===== src/rtl/ahb_bus_arbiter_pkg.sv =====
// rtl/ahb_bus_arbiter_pkg.sv - shared AHB transfer codes used by the bus arbiter
//
// Purpose: AHB HTRANS/HBURST encodings and widths shared by the arbiter and its users.
// Ports:   none (package).
package ahb_bus_arbiter_pkg;

  localparam int W_BURST = 3;

  localparam logic [1:0] HTRANS_IDLE   = 2'b00;
  localparam logic [1:0] HTRANS_BUSY   = 2'b01;
  localparam logic [1:0] HTRANS_NONSEQ = 2'b10;
  localparam logic [1:0] HTRANS_SEQ    = 2'b11;

  localparam logic [W_BURST-1:0] HBURST_SINGLE = '0;

  // hold_cnt saturation value
  localparam logic [7:0] HOLD_CNT_SAT = 8'hFF;

endpackage


===== src/rtl/ahb_bus_arbiter_rr_pick.sv =====
// rtl/ahb_bus_arbiter_rr_pick.sv - combinational round-robin request picker
//
// Purpose: returns the first requester found scanning last+1, last+2, ... mod N_MST.
// Ports:
//   req        in   N_MST  request vector
//   last       in   2      index of the most recent winner
//   win_idx    out  2      selected requester index (0 when none)
//   win_valid  out  1      at least one request present
module ahb_bus_arbiter_rr_pick #(
  parameter int N_MST = 2
) (
  input  logic [N_MST-1:0] req,
  input  logic [1:0]       last,
  output logic [1:0]       win_idx,
  output logic             win_valid
);

  logic [3:0] req_pad;
  logic [2:0] cand;
  logic [1:0] idx;

  // Scan from the farthest offset back to the nearest so the nearest
  // requester after 'last' is the final assignment.
  always_comb begin
    req_pad   = 4'(req);
    win_idx   = '0;
    win_valid = 1'b0;
    cand      = '0;
    idx       = '0;
    for (int k = N_MST; k >= 1; k--) begin
      cand = {1'b0, last} + 3'(k);
      if (cand >= 3'(N_MST)) begin
        cand = cand - 3'(N_MST);
      end
      idx = cand[1:0];
      if (req_pad[idx]) begin
        win_idx   = idx;
        win_valid = 1'b1;
      end
    end
  end

endmodule


===== src/rtl/ahb_bus_arbiter.sv =====
// rtl/ahb_bus_arbiter.sv - round-robin AHB arbiter sharing one slave bus among N_MST masters
//
// Purpose: grants one master at a time at transfer boundaries, never splits a burst,
//          muxes address/control by the address-phase owner and HWDATA by the
//          data-phase owner, and broadcasts the slave response.
// Ports:
//   HCLK, HRESET                         clock, synchronous active-high reset
//   i_HBUSREQ [N_MST]                    per-master bus request
//   i_HADDR/i_HTRANS/i_HWRITE/i_HSIZE/i_HBURST/i_HWDATA   packed master buses
//   o_HGRANT [N_MST], o_HMASTER [2]      address-phase owner (one-hot / index)
//   o_HADDR/o_HTRANS/o_HWRITE/o_HSIZE/o_HBURST            owner's address phase
//   o_HWDATA [32]                        data-phase owner's write data
//   i_HRDATA/i_HRESP/i_HREADY            slave response in
//   o_HRDATA/o_HRESP/o_HREADY            slave response broadcast to masters
module ahb_bus_arbiter
  import ahb_bus_arbiter_pkg::*;
#(
  parameter int N_MST    = 2,
  parameter int PARK_MST = 0,
  parameter int MAX_HOLD = 8
) (
  input  logic                     HCLK,
  input  logic                     HRESET,
  input  logic [N_MST-1:0]         i_HBUSREQ,
  input  logic [N_MST*32-1:0]      i_HADDR,
  input  logic [N_MST*2-1:0]       i_HTRANS,
  input  logic [N_MST-1:0]         i_HWRITE,
  input  logic [N_MST*3-1:0]       i_HSIZE,
  input  logic [N_MST*W_BURST-1:0] i_HBURST,
  input  logic [N_MST*32-1:0]      i_HWDATA,
  output logic [N_MST-1:0]         o_HGRANT,
  output logic [1:0]               o_HMASTER,
  output logic [31:0]              o_HADDR,
  output logic [1:0]               o_HTRANS,
  output logic                     o_HWRITE,
  output logic [2:0]               o_HSIZE,
  output logic [W_BURST-1:0]       o_HBURST,
  output logic [31:0]              o_HWDATA,
  input  logic [31:0]              i_HRDATA,
  input  logic [1:0]               i_HRESP,
  input  logic                     i_HREADY,
  output logic [31:0]              o_HRDATA,
  output logic [1:0]               o_HRESP,
  output logic                     o_HREADY
);

  typedef enum logic [1:0] {
    ST_PARK  = 2'd0,
    ST_OWN   = 2'd1,
    ST_BURST = 2'd2
  } state_t;

  localparam logic [1:0] PARK_IDX = 2'(PARK_MST);
  localparam logic [1:0] LAST_RST = 2'(N_MST - 1);

  state_t     state_q, state_d;
  logic [1:0] r_own_q, r_own_d;
  logic [1:0] r_down_q, r_down_d;
  logic [1:0] r_last_q, r_last_d;
  logic [7:0] hold_cnt_q, hold_cnt_d;

  logic [N_MST-1:0] own_mask;
  logic [N_MST-1:0] pick_req;
  logic [1:0]       mux_trans;
  logic [1:0]       pick_idx;
  logic             pick_valid;
  logic [1:0]       winner;
  logic             others_req;
  logic             nonseq_acc;
  logic             burst_start;
  logic             boundary;

  // Owner muxes: address phase follows r_own, write data follows r_down.
  always_comb begin
    own_mask  = '0;
    o_HADDR   = '0;
    mux_trans = HTRANS_IDLE;
    o_HWRITE  = 1'b0;
    o_HSIZE   = '0;
    o_HBURST  = HBURST_SINGLE;
    o_HWDATA  = '0;
    for (int m = 0; m < N_MST; m++) begin
      if (r_own_q == 2'(m)) begin
        own_mask[m] = 1'b1;
        o_HADDR     = i_HADDR[32*m +: 32];
        mux_trans   = i_HTRANS[2*m +: 2];
        o_HWRITE    = i_HWRITE[m];
        o_HSIZE     = i_HSIZE[3*m +: 3];
        o_HBURST    = i_HBURST[W_BURST*m +: W_BURST];
      end
      if (r_down_q == 2'(m)) begin
        o_HWDATA = i_HWDATA[32*m +: 32];
      end
    end
  end

  // A parked owner did not ask for the bus, so its HTRANS is not trusted.
  assign o_HTRANS  = (state_q == ST_PARK) ? HTRANS_IDLE : mux_trans;
  assign o_HGRANT  = own_mask;
  assign o_HMASTER = r_own_q;
  assign o_HRDATA  = i_HRDATA;
  assign o_HRESP   = i_HRESP;
  assign o_HREADY  = i_HREADY;

  // An owner that has used up its hold budget drops out of the scan
  // whenever someone else is waiting.
  always_comb begin
    others_req = |(i_HBUSREQ & ~own_mask);
    pick_req   = i_HBUSREQ;
    if ((hold_cnt_q >= 8'(MAX_HOLD)) && others_req) begin
      pick_req = i_HBUSREQ & ~own_mask;
    end
  end

  ahb_bus_arbiter_rr_pick #(
    .N_MST (N_MST)
  ) u_rr_pick (
    .req       (pick_req),
    .last      (r_last_q),
    .win_idx   (pick_idx),
    .win_valid (pick_valid)
  );

  always_comb begin
    state_d    = state_q;
    r_own_d    = r_own_q;
    r_down_d   = r_down_q;
    r_last_d   = r_last_q;
    hold_cnt_d = hold_cnt_q;

    winner      = pick_valid ? pick_idx : PARK_IDX;
    nonseq_acc  = i_HREADY && (o_HTRANS == HTRANS_NONSEQ);
    burst_start = nonseq_acc && (o_HBURST != HBURST_SINGLE);
    // The edge accepting a burst's first NONSEQ already belongs to the
    // burst, so ownership must not move on it.
    boundary    = i_HREADY && (state_q != ST_BURST) && !burst_start;

    if (i_HREADY) begin
      r_down_d = r_own_q;
    end

    if (boundary) begin
      r_own_d = winner;
      if (pick_valid) begin
        r_last_d = winner;
      end
    end

    if (r_own_d != r_own_q) begin
      hold_cnt_d = '0;
    end else if (nonseq_acc && (hold_cnt_q != HOLD_CNT_SAT)) begin
      hold_cnt_d = hold_cnt_q + 8'd1;
    end

    case (state_q)
      ST_PARK: begin
        if (boundary && pick_valid) begin
          state_d = ST_OWN;
        end
      end
      ST_OWN: begin
        if (burst_start) begin
          state_d = ST_BURST;
        end else if (boundary && !pick_valid) begin
          state_d = ST_PARK;
        end
      end
      ST_BURST: begin
        // An owner dropping its request always drives IDLE, so that exit is
        // covered by the accepted-IDLE case; nothing moves while HREADY is low.
        if (i_HREADY && ((o_HTRANS == HTRANS_IDLE) ||
                         (nonseq_acc && (o_HBURST == HBURST_SINGLE)))) begin
          state_d = ST_OWN;
        end
      end
      default: begin
        state_d = ST_PARK;
      end
    endcase
  end

  always_ff @(posedge HCLK) begin
    if (HRESET) begin
      state_q    <= ST_PARK;
      r_own_q    <= PARK_IDX;
      r_down_q   <= PARK_IDX;
      r_last_q   <= LAST_RST;
      hold_cnt_q <= '0;
    end else begin
      state_q    <= state_d;
      r_own_q    <= r_own_d;
      r_down_q   <= r_down_d;
      r_last_q   <= r_last_d;
      hold_cnt_q <= hold_cnt_d;
    end
  end

endmodule


===== config.mk =====
export PLATFORM = sky130hd
export DESIGN_NAME = ahb_bus_arbiter
export DESIGN_NICKNAME = d
export VERILOG_FILES = /design/src/rtl/ahb_bus_arbiter_pkg.sv /design/src/rtl/ahb_bus_arbiter_rr_pick.sv /design/src/rtl/ahb_bus_arbiter.sv
export SDC_FILE = /design/constraint.sdc
export NUM_CORES = 1
export LEC_CHECK = 0
export ABC_CLOCK_PERIOD_IN_PS = 7300
export BUFFER_PORTS_ARGS = -buffer_cell sky130_fd_sc_hd__buf_4
export CORE_AREA = 3 3 114 116
export DETAILED_ROUTE_END_ITERATION = 8
export DIE_AREA = 0 0 117 119
export PLACE_DENSITY_LB_ADDON = 0.2
export SLEW_MARGIN = 5
export SYNTH_ARGS = -nofsm -noshare
export SYNTH_HDL_FRONTEND = slang
export SYNTH_HIERARCHICAL = 1
export SYNTH_SLANG_ARGS = --single-unit

===== constraint.sdc =====
create_clock -name HCLK -period 7.3 [get_ports HCLK]
set_input_delay 1.095 -clock HCLK [delete_from_list [all_inputs] [get_ports HCLK]]
set_output_delay 1.095 -clock HCLK [all_outputs]
set_load 0.01 [all_outputs]

# ---- Word level (Yosys, flattened, before mapping)
# Cells that the tools add are included.
dict set report word_totals {
  regBits 16
  input_bits 185
  output_inout_bits 112
  elab_cells 84
}
dict set report op_classes {
  add_sub_neg 5
  magnitude_cmp 5
  eq_ne 11
  n_mux 33
  bitwise 2
  reduce_logical 23
}
# operator count
set ops {}
lappend ops {{$mux W32} 4}
lappend ops {{$mux W2} 14}
lappend ops {{$mux W3} 4}
lappend ops {{$logic_and A1 B1 Y1} 10}
lappend ops {{$add A8 B1 Y8 const B} 1}
lappend ops {{$ge A8 B4 Y1 const B} 1}
lappend ops {{$logic_not A2 Y1} 4}
lappend ops {{$mux W1} 8}
lappend ops {{$ne A8 B8 Y1 const B} 1}
lappend ops {{$eq A2 B1 Y1 const B} 3}
lappend ops {{$ge A3 B2 Y1 const B} 2}
lappend ops {{$lt A2 B3 Y1 const B} 2}
lappend ops {{$pmux W2 S3} 1}
lappend ops {{$bmux W1 S2} 2}
lappend ops {{$eq A2 B2 Y1 const B} 2}
lappend ops {{$ne A2 B2 Y1 const B} 2}
lappend ops {{$reduce_or A2 Y1} 2}
lappend ops {{$sub A2 B2 Y2 const B} 2}
lappend ops {{$add A2 B1 Y3 const B} 1}
lappend ops {{$add A2 B2 Y3 const B} 1}
lappend ops {{$logic_not A3 Y1} 1}
lappend ops {{$ne A3 B3 Y1 const B} 1}
lappend ops {{$reduce_and A3 Y1} 1}
lappend ops {{$reduce_bool A3 Y1} 1}
lappend ops {{7 further kinds} 8}

# ---- Longest topological paths before layout
# Gate-level depths: netlist of the first run.
dict set report logic_depth {
  depth_word 16
  mapped_depth 11
  mapped_depth_nobuf 9
}

# ---- Hierarchy
# The synthesis of the first run kept the hierarchy.
# module n_inst cells_each area_each_um2 seq_area_each_um2
set modules_own_cells {}
lappend modules_own_cells {ahb_bus_arbiter 1 322 2356.0 320.3}
lappend modules_own_cells {ahb_bus_arbiter_rr_pick 1 7 36.3 0.0}

# ---- Least setup slack after synthesis of the first run
# No wires, ideal clock.
dict set report synth_path {
  path_type {reg-to-reg}
  from {reg r_own_q[0] (netlist: o_HMASTER[0])}
  to {reg hold_cnt_q[0]}
  setup_time_ns 0.159
  arrival_ns 2.661
  slack_ns 4.481
  path_stages_with_launch 12
  path_buffers 3
  synth_period_minus_slack_ns 2.819
  path_cell_list {dfxtp_1 -> buf_6 -> clkbuf_1 -> buf_1 -> nor2b_1 -> a31oi_1 -> nor2_1 -> o22ai_1 -> nand4b_1 -> o22ai_1 -> a21oi_1 -> a221oi_1}
}
dict set report synth_between {
  elab_chain_len 15
}
# item line
set synth_lines {}
lappend synth_lines {{start: declaration} ahb_bus_arbiter.sv:57} ;# logic [1:0] r_own_q, r_own_d;
lappend synth_lines {{start signal: assignment} ahb_bus_arbiter.sv:191} ;# r_own_q <= r_own_d;
lappend synth_lines {{$eq A2 B1 Y1 (*)} ahb_bus_arbiter.sv:83} ;# if (r_own_q == 2'(m)) begin
lappend synth_lines {{$mux W1 (*)} ahb_bus_arbiter.sv:83}
lappend synth_lines {{net o_HGRANT[1]} ahb_bus_arbiter.sv:31} ;# output logic [N_MST-1:0] o_HGRANT,
lappend synth_lines {{$not A2 Y2 (*)} {ahb_bus_arbiter.sv:108, ahb_bus_arbiter.sv:111}}
lappend synth_lines {{$and A2 B2 Y2 (*)} {ahb_bus_arbiter.sv:108, ahb_bus_arbiter.sv:111}}
lappend synth_lines {{$reduce_or A2 Y1} ahb_bus_arbiter.sv:108} ;# others_req = |(i_HBUSREQ & ~own_mask);
lappend synth_lines {{$logic_and A1 B1 Y1} ahb_bus_arbiter.sv:110} ;# if ((hold_cnt_q >= 8'(MAX_HOLD)) && others_req) begin
lappend synth_lines {{$mux W2 (*)} ahb_bus_arbiter.sv:110}
lappend synth_lines {{net pick_req[1]} ahb_bus_arbiter.sv:63} ;# logic [N_MST-1:0] pick_req;
lappend synth_lines {{[... 1 more ...]} --}
lappend synth_lines {{$mux W1 (not written as such)} ahb_bus_arbiter_rr_pick.sv:36} ;# if (req_pad[idx]) begin
lappend synth_lines {{$mux W1} ahb_bus_arbiter_rr_pick.sv:36}
lappend synth_lines {{$mux W1 (*)} ahb_bus_arbiter_rr_pick.sv:36}
lappend synth_lines {{net pick_valid} ahb_bus_arbiter.sv:66} ;# logic pick_valid;
lappend synth_lines {{$mux W2 (*)} ahb_bus_arbiter.sv:131} ;# winner = pick_valid ? pick_idx : PARK_IDX;
lappend synth_lines {{$mux W2 (*)} ahb_bus_arbiter.sv:142} ;# if (boundary) begin
lappend synth_lines {{$ne A2 B2 Y1 (*)} ahb_bus_arbiter.sv:149} ;# if (r_own_d != r_own_q) begin
lappend synth_lines {{$reduce_or A2 Y1 (no source line) (*)} --}
lappend synth_lines {{end signal: assignment} ahb_bus_arbiter.sv:194} ;# hold_cnt_q <= hold_cnt_d;
lappend synth_lines {{end: declaration} ahb_bus_arbiter.sv:60} ;# logic [7:0] hold_cnt_q, hold_cnt_d;
# The timed path passes the listed nets; every way through them passes the cells marked *. The select of a mux whose other input is x is not followed.
# A chain may end at the register's enable or synchronous reset.

# ---- Final worst setup path of the first run
dict set report layout_path {
  from {reg r_own_q[0] (netlist: o_HMASTER[0])}
  to {reg hold_cnt_q[5]}
}
dict set report layout_between {
  elab_chain_len 15
}
# item line
set layout_lines {}
lappend layout_lines {{$eq A2 B1 Y1 or $logic_not A2 Y1 (tied branches)} ahb_bus_arbiter.sv:83}
lappend layout_lines {{$mux W1} ahb_bus_arbiter.sv:83}
lappend layout_lines {{$not A2 Y2 (*)} {ahb_bus_arbiter.sv:108, ahb_bus_arbiter.sv:111}}
lappend layout_lines {{$and A2 B2 Y2 (*)} {ahb_bus_arbiter.sv:108, ahb_bus_arbiter.sv:111}}
lappend layout_lines {{$reduce_or A2 Y1} ahb_bus_arbiter.sv:108}
lappend layout_lines {{$logic_and A1 B1 Y1} ahb_bus_arbiter.sv:110}
lappend layout_lines {{$mux W2 (*)} ahb_bus_arbiter.sv:110}
lappend layout_lines {{net pick_req[0]} ahb_bus_arbiter.sv:63}
lappend layout_lines {{$bmux W1 S2} ahb_bus_arbiter_rr_pick.sv:36}
lappend layout_lines {{$mux W1 (not written as such)} ahb_bus_arbiter_rr_pick.sv:36}
lappend layout_lines {{$mux W1} ahb_bus_arbiter_rr_pick.sv:36}
lappend layout_lines {{$mux W1 (*)} ahb_bus_arbiter_rr_pick.sv:36}
lappend layout_lines {{net pick_valid} ahb_bus_arbiter.sv:66}
lappend layout_lines {{$mux W2 (*)} ahb_bus_arbiter.sv:131}
lappend layout_lines {{$mux W2 (*)} ahb_bus_arbiter.sv:142}
lappend layout_lines {{$ne A2 B2 Y1 (*)} ahb_bus_arbiter.sv:149}
lappend layout_lines {{$reduce_or A2 Y1 (no source line) (*)} --}
# Marked as above.

==> flow_summary.ini, run 1 <==
[timing]
hold_viol = 0
slew_headroom_pct = 26.93
max_freq_mhz = 326.8
setup_viol = 0
finalClockSkew_ns = 0.001206
finalCriticalPeriod_ns = 3.060
rsz0062_at_grt = no
fin_tns_setup_ns = 0
holdWs_ns = 0.5176
drv_slew = 0
tightest_slew_ns = 1.095
fin_crit_sh_pct = 41.92

[clock_tree]
numCtsBuffers = 3
ctsRootBufferMaster = clkbuf_16
clock_latency_ns = 0.24
cts_sinks = 16
ctsResizeCount = 0
post_cts_buffers = 0
cts_tree = yes
clk_path_buf_depth = 2
hold_buffers = 0
htree_levels = 1
clkTransAtPathRegs_ns = 0.05

[grt]
overflow = 0
antenna_found_initial = 0
grt_first_pass_wirelength_um = 15310
grt_usage_pct = 13.60
grt_max_degree = 50
grt_pass1_vias = 2956

[placement]
placedCellCount = 646
place_congestion = 0.8108
dp_hpwl_um = 8357
portBuffers = 228

[power]
ir_drop_uv = 55.20
power.density_nw_per_um2 = 109.4
p_sw_uw = 138.2
p_int_uw = 301.4
p_clk_share_pct = 26.8
swShare_pct = 31.44
p_seq_share_pct = 23.1
p_leak_nw = 1.795
combPwrFrac_pct = 50.1

[critical_path]
crit-reg2reg-capture = hold_cnt_q[5]
arrival_ns = 3.13
reg2reg_setup_slack_ns = 4.24
crit_fanout = 49
start_kind = flop
startpoint = o_HMASTER[0]
rr_worst_depth = 8
worstPathRequired_ns = 7.37
path_class = flop to flop
critical_path.reg2reg.startpoint = o_HMASTER[0]
end_kind = flop

[die]
initial_core_util_pct = 19.92
die_area_sq_um = 13920
rows = 40
ios = 297
chipWidth_um = 117
coreArea_sq_um = 12010
die_h_um = 119

[synthesis]
muxShareOfSynthArea_pct = 33.32
synth_top_cell_area_share_pct = 32.22
synth_compound_area_share_pct = 10.56
synthAdderAreaFrac_pct = 1.046
synth_common_cells = nor2_1 (84), mux2i_1 (77), buf_4 (36)
synth_area_per_cell_sq_um = 7.271
synth.distinct_cells = 43
ys_async_sr_fraction_pct = 0
synth_warnings = 6
synth_area_sq_um = 2392
synth_cells = 329
synth-seq-cells = 16
synth_top_family_by_area = multiplexers
synth_nets = 516
yosys.area_share.simple_pct = 24.69
synth_most_common_cell = nor2_1
synth.top_cells.by_area = mux2i_1 (32%), dfxtp_1 (13%), nor2_1 (13%)
synth_xor_area_share_pct = 0.3661
yosysSeqAreaShare_pct = 13.39
synthFlopType = dfxtp_1
yosysTopAreaCell = mux2i_1
synth_edf_count = 0

[routing]
post_drt_wl_per_cell_um = 15.41
drtAntennaViolNets = 0
vias = 2917
drc = 0
wirelength_um = 10020
dr.pass1.iters = 4
drtIter0Drc = 94
viasPerCell = 4.488

[hold_path]
hold_depth = 2
hp-start = o_HMASTER[0]
hp-class = flop to flop
hold_end = r_down_q[0]

[final_layout]
drive_gt1_share_pct = 47.51
layoutNonFillerInstCount = 650
layout.nets = 691
area_growth_syn_to_layout_pct = 67.89
diodes = 0

[flow_run]
drv_cap = 0

[status]
status = finished clean
## sequential cells by signal, indices dropped and copies added (netlist names)
register,cells
state_q,2
r_last_q,2
hold_cnt_q,8
r_down_q,2
o_HMASTER,2
## metal layers
layer | track usage [%] | routed length (um)
met1 | 15.54 | 3718
met2 | 25.04 | 5541
met3 | 3.760 | 654
met4 | 2.366 | 102
met5 | 0 | 0
## how the worst max path moves through the flow
stage,endpoint,slack [ns],depth (start not counted)
6_report,hold_cnt_q[5],4.24,8
5_1_grt,hold_cnt_q[4],3.95,8
4_1_cts,hold_cnt_q[5],4.21,8
3_5_place_dp,hold_cnt_q[4],4.23,8
3_3_place_gp,hold_cnt_q[2],4.31,8
2_1_floorplan,hold_cnt_q[0],4.48,11
## worst max-delay path, stage by stage, from the launching register on
cell and delay [ns]:
dfxtp_2 0.34, buf_4 0.60, nor2_1 0.17, a31oi_1 0.25, nor2_1 0.06, o22ai_1 0.39
o21ai_0 0.17, a21oi_1 0.66, a221oi_1 0.22
## stage by stage
| stage | utilization, % | instance area (sq um) | worst slack (ns) | power, mW |
|---|---|---|---|---|
| global placement | 32.70 | 3928 | 4.313 | 0.3243 |
| CTS | 33.44 | 4016 | 4.212 | 0.4446 |
| finish | 33.44 | 4016 | 4.240 | 0.4396 |
| detailed placement | 32.70 | 3928 | 4.228 | 0.3266 |
| global route | 33.44 | 4016 | 3.951 | 0.4647 |
| floorplan | - | 2392 | 4.481 | 0.2086 |
## area by class of cell
cell class / instances / area [sq um]
Fill cell: 1316 / 7995
Timing Repair Buffer: 229 / 1719
Multi-Input combinational cell: 248 / 1678
Sequential cell: 16 / 324.1
Tap cell: 147 / 183.9
Clock buffer: 4 / 88.84
Inverter: 6 / 22.52
## cells in the final DEF, fill, tap and decap left out, types with 4 or more instances in the layout
cell and n:
buf_4 229, nor2_1 84, mux2i_1 77, dfxtp_1 13, o21ai_0 8, a221oi_1 8, nand2_1 7, nand3_1 7
inv_1 6, nor3_1 5, nor2b_1 4, nand2b_1 4
## cell families (layout without fill, tap and decap cells)
| logic type | after synthesis | in the layout |
|---|---|---|
| AND/OR/NAND/NOR | 129 | 129 |
| multiplexers | 79 | 79 |
| buffers and inverters | 65 | 239 |
| AO/OA/AOI/OAI | 36 | 36 |
| flip-flops | 16 | 16 |
| adder cells (fa/ha/maj) | 2 | 2 |
| other | 1 | 1 |
| XOR/XNOR | 1 | 1 |
## power by group through the flow
stage | Combinational, mW | Sequential [mW] | Clock (mW)
2_1_floorplan | 0.114 | 0.0944 | 0
3_3_place_gp | 0.221 | 0.103 | 0
3_5_place_dp | 0.223 | 0.103 | 0
4_1_cts | 0.224 | 0.102 | 0.119
5_1_grt | 0.240 | 0.103 | 0.122
6_report | 0.220 | 0.101 | 0.118
(Power assumes the default switching activity.)
==> inputs of run 2 (changes only) <==
Settings changed: ABC_AREA from default to 1, ABC_CLOCK_PERIOD_IN_PS 7300 to 2670.
Clock period 7.3 ns to 2.67 ns, I/O delays scaled along.
==> flow_summary.ini, run 2 <==
[status]
status = finished clean

[critical_path]
crit_chain = inv_2 > nor2_4 > buf_4 > a21oi_1 > nand2_2 > nand2_1 > nand2_1 > inv_1 > nand4_1 > nand2_2 > nor3_1
end_kind = flop
start_kind = flop
worstPathRequired_ns = 2.83
cpPeakStageDelay_ns = 0.47
crit_fanout = 28
path_class = flop to flop
cpMaxStageDelayCell = dfxtp_1
arrival_ns = 2.39

[timing]
fin_tns_setup_ns = 0
max_freq_mhz = 448.1
setup_viol = 0
finalCriticalPeriod_ns = 2.231
hold_viol = 0
rsz0062_at_grt = no
drv_slew = 0
fin_crit_sh_pct = 83.57
finalClockSkew_ns = 0.002468

[placement]
placedCellCount = 686
place_congestion = 0.7860
dp_hpwl_um = 8324
portBuffers = 228

[clock_tree]
hold_buffers = 0
ctsResizeCount = 0
post_cts_buffers = 0
clk_path_buf_depth = 2
ctsRootBufferMaster = clkbuf_16
cts_sinks = 16
clkTransAtPathRegs_ns = 0.05
cts_tree = yes
numCtsBuffers = 3
htree_levels = 1
clock_latency_ns = 0.24

[die]
die_h_um = 119
die_area_sq_um = 13920
chipWidth_um = 117
ios = 297
rows = 40
coreArea_sq_um = 12010
initial_core_util_pct = 18.20

[power]
p_sw_uw = 421.7
p_leak_nw = 2.090
swShare_pct = 32.94
p_seq_share_pct = 20.5
p_clk_share_pct = 25.0
power.density_nw_per_um2 = 330.8
p_int_uw = 858.5
ir_drop_uv = 263.5
combPwrFrac_pct = 54.6

[routing]
drtIter0Drc = 87
drc = 0
dr.pass1.iters = 4
wirelength_um = 9832
vias = 3049
viasPerCell = 4.419
post_drt_wl_per_cell_um = 14.25
drtAntennaViolNets = 0

[grt]
grt_pass1_vias = 2926
grt_max_degree = 34
overflow = 0
antenna_found_initial = 0
grt_first_pass_wirelength_um = 13980
grt_usage_pct = 12.37

[synthesis]
synth-seq-cells = 16
synth.top_cells.by_area = dfxtp_1 (15%), a22o_1 (14%), buf_4 (12%)
synth_top_cell_area_share_pct = 14.65
synth_cells = 360
yosysSeqAreaShare_pct = 14.65
synth.distinct_cells = 30
synth_most_common_cell = inv_1
synth_area_sq_um = 2186
synth_area_per_cell_sq_um = 6.072
synth_common_cells = inv_1 (64), nand2_1 (51), nand3_1 (43)
synth_edf_count = 0
ys_async_sr_fraction_pct = 0
yosysTopAreaCell = dfxtp_1
synth_nets = 547
synthFlopType = dfxtp_1
synth_warnings = 6

[final_layout]
layoutNonFillerInstCount = 690
drive_gt1_share_pct = 46.04
regMostFlops = hold_cnt_q
diodes = 0
final_common_cell = buf_4
largest_reg_flops = 8
layout_common_cells = buf_4 (233), inv_1 (64), nand2_1 (51), nand3_1 (43)
area_growth_syn_to_layout_pct = 77.05
layout.nets = 731

[flow_run]
drv_cap = 0

[hold_path]
hp-class = primary input to flop
==> run 2: worst paths after layout <==
path | start | end | slack [ns] | cells past startpoint
min reg2reg | r_last_q[1] | r_last_q[1] | 0.50 | 2
max | o_HMASTER[0] | hold_cnt_q[2] | 0.44 | 11
min | HRESET | o_HMASTER[1] | 0.35 | 2
max reg2reg | o_HMASTER[0] | hold_cnt_q[2] | 0.44 | 11
==> run 2: cells by family after synthesis <==
family | after synthesis | share of synthesized area (%)
buffers and inverters | 120 | 26.79
xor gates and xnor gates | 7 | 2.805
AOI/OAI and AO/OA | 85 | 25.82
and+or+nand+nor | 129 | 28.62
adders and majority gates | 2 | 1.145
DFF | 16 | 14.65
other | 1 | 0.1716
==> run 2: area by class of cell <==
cell class	count	area [sq um]
Multi-Input combinational cell	224	1280
Inverter	66	247.7
Fill cell	1285	8142
Timing Repair Buffer	233	1749
Sequential cell	16	320.3
Clock buffer	4	88.84
Tap cell	147	183.9
==> run 2: power by group through the flow <==
| stage | clock (mW) | sequential (mW) | combinational (mW) |
|---|---|---|---|
| floorplan | 0 | 0.264 | 0.350 |
| global placement | 0 | 0.266 | 0.705 |
| detailed placement | 0 | 0.267 | 0.706 |
| CTS | 0.327 | 0.262 | 0.710 |
| global route | 0.336 | 0.264 | 0.760 |
| finish | 0.320 | 0.262 | 0.698 |
==> run 2: per-stage QoR <==
stage	cell area (sq um)	hold WS, ns	setup WS, ns	util [%]	total power, mW
after detailed placement	3781	0.4897	0.4486	31.48	0.9727
after floorplan	2186	0.4480	0.6127	-	0.6146
after global routing	3870	0.3610	0.2053	32.22	1.360
after CTS	3870	0.3492	0.4282	32.22	1.299
after global placement	3781	0.4902	0.5613	31.48	0.9712
final	3870	0.3496	0.4386	32.22	1.280
==> run 2: critical path, delay by kind of cell, from the launching register on <==
family / cells / cell delay, ns
AO/OA/AOI/OAI: 1 / 0.13
AND/OR/NAND/NOR: 7 / 1.03
flip-flops: 1 / 0.47
buffers and inverters: 3 / 0.52
==> run 2: routing by layer <==
layer / vias to the layer above / global-route usage, % / share of wire (%)
li1: 1518 / - / -
met1: 1351 / 12.51 / 37
met2: 172 / 24.25 / 50
met3: 8 / 3.201 / 11
met4: 0 / 3.297 / 1.3
met5: - / 0 / 0
==> inputs of run 3 (changes only) <==
Settings changed: ABC_CLOCK_PERIOD_IN_PS 2670 to 1900.
Clock period 2.67 ns to 1.9 ns, I/O delays scaled along.
==> flow_summary.ini, run 3 (same netlist as run 2, synthesis figures left out) <==
[timing]
layout_setup_ws_ns = -0.06207
finalClockSkew_ns = 0.002235
rsz0062_at_grt = yes
max_freq_mhz = 509.7
holdWs_ns = 0.2304
hold_viol = 0
finalCriticalPeriod_ns = 1.962
fin_crit_sh_pct = 103.3
setup_viol = 9
drv_slew = 0

[final_layout]
area_growth_syn_to_layout_pct = 84.09
largest_reg_flops = 8
drive_gt1_share_pct = 50.09
diodes = 0
regMostFlops = hold_cnt_q
final_common_cell = buf_4
fillers = 1326
layout.nets = 741
layout_common_cells = buf_4 (241), inv_1 (62), nand2_1 (49), nand3_1 (43), a22o_1 (36)

[clock_tree]
clock_latency_ns = 0.24
numCtsBuffers = 3
hold_buffers = 0
clkTransAtPathRegs_ns = 0.05
post_cts_buffers = 0
cts_tree = yes
clk_path_buf_depth = 2
cts_sinks = 16
ctsRootBufferMaster = clkbuf_16
htree_levels = 1

[grt]
overflow = 0
antenna_found_initial = 0
grt_first_pass_wirelength_um = 13970
grt_pass1_vias = 2817
grt_max_degree = 34
grt_usage_pct = 12.45

[die]
coreArea_sq_um = 12010
chipWidth_um = 117
die_h_um = 119
rows = 40
die_area_sq_um = 13920
initial_core_util_pct = 18.20
ios = 297

[critical_path]
crit_family = simple AND/OR/NAND/NOR gates
end_kind = flop
cpMaxStageDelayCell = or4_4
crit_chain = or4_4 > o21ai_2 > inv_2 > a21oi_2 > nand2_1 > inv_1 > nor2_2 > nand2_2 > inv_2 > nand4_1 > nand2_4 > nor3_1
crit_buf_inv = 3
cpPeakStageDelay_ns = 0.53
crit_fanout = 8
cp_common_cell = inv_2
arrival_ns = 2.12
reg2reg_setup_slack_ns = -0.06
worstPathRequired_ns = 2.06
start_kind = flop
path_class = flop to flop

[power]
power.density_nw_per_um2 = 452.2
p_leak_nw = 2.148
power_mw = 1.820
ir_drop_uv = 171.8

[routing]
vias = 3041
dr.pass1.iters = 4
drtIter0Drc = 68
drtAntennaViolNets = 0
wirelength_um = 9953
drc = 0
post_drt_wl_per_cell_um = 14.22
viasPerCell = 4.344

[status]
status = finished, violations left
failed_checks = negative setup slack

[placement]
place_congestion = 0.8170
portBuffers = 228
dp_hpwl_um = 8596
dp_slack_ns = -0.08460

[hold_path]
hp-class = primary input to flop

[flow_run]
drv_cap = 0
run 3: changes by cell type in the layout (fill, tap and decap cells not counted), moves of 3 or more:
cell and delta:
nor3_2 +7, o21ai_0 -3, buf_4 +8, nor3_1 -7
run 3: worst paths after layout:
check        depth (start not counted)            end           from
max                                 12  hold_cnt_q[6]  hold_cnt_q[4]
min                                  2   o_HMASTER[1]         HRESET
max reg2reg                         12  hold_cnt_q[6]  hold_cnt_q[4]
min reg2reg                          2    r_last_q[1]    r_last_q[1]
run 3: through the flow:
step	TNS (ns)	std cells	instance area, sq um	util, %
final	-0.3381	700	4024	33.50
after global routing	-1.620	700	4024	33.50
after CTS	-0.6248	700	3983	33.16
after detailed placement	-0.5756	696	3862	32.16
after global placement	-0.3546	696	3862	32.16
after floorplan	0	360	2195	-
run 3: area by class of cell:
cell class                 count  area (sq um)  share of cell area (%)
sequential                    16         322.8                   8.022
inverter                      66         247.7                   6.157
tap                          147         183.9                   4.571
clock buffer                   4         88.84                   2.208
multi-input combinational    224          1345                   33.43
timing repair buffer         243          1836                   45.62
run 3: repair_timing:
action	in CTS	in global routing
gates cloned	0	0
setup endpoints to repair	22	40
pin swaps	3	10
resized for setup	8	15
run 3: per-layer routing:
layer	vias up	global-route usage, %	wire [um]
met4	0	3.082	89
li1	1536	-	-
met2	171	23.08	4984
met3	6	2.642	1073
met5	-	0	0
met1	1328	14.20	3805
run 3: where the power goes:
group          switching [mW]  total (mW)  internal (mW)
clock network           0.119       0.438          0.319
registers              0.0170       0.370          0.353
logic                   0.457        1.01          0.554
run 3: worst register-to-register path, delay by kind of cell (launching register included):
family | cells | cell delay [ns]
buffers and inverters | 3 | 0.16
AOI/OAI and AO/OA | 2 | 0.30
and+or+nand+nor | 7 | 1.11
DFF | 1 | 0.31
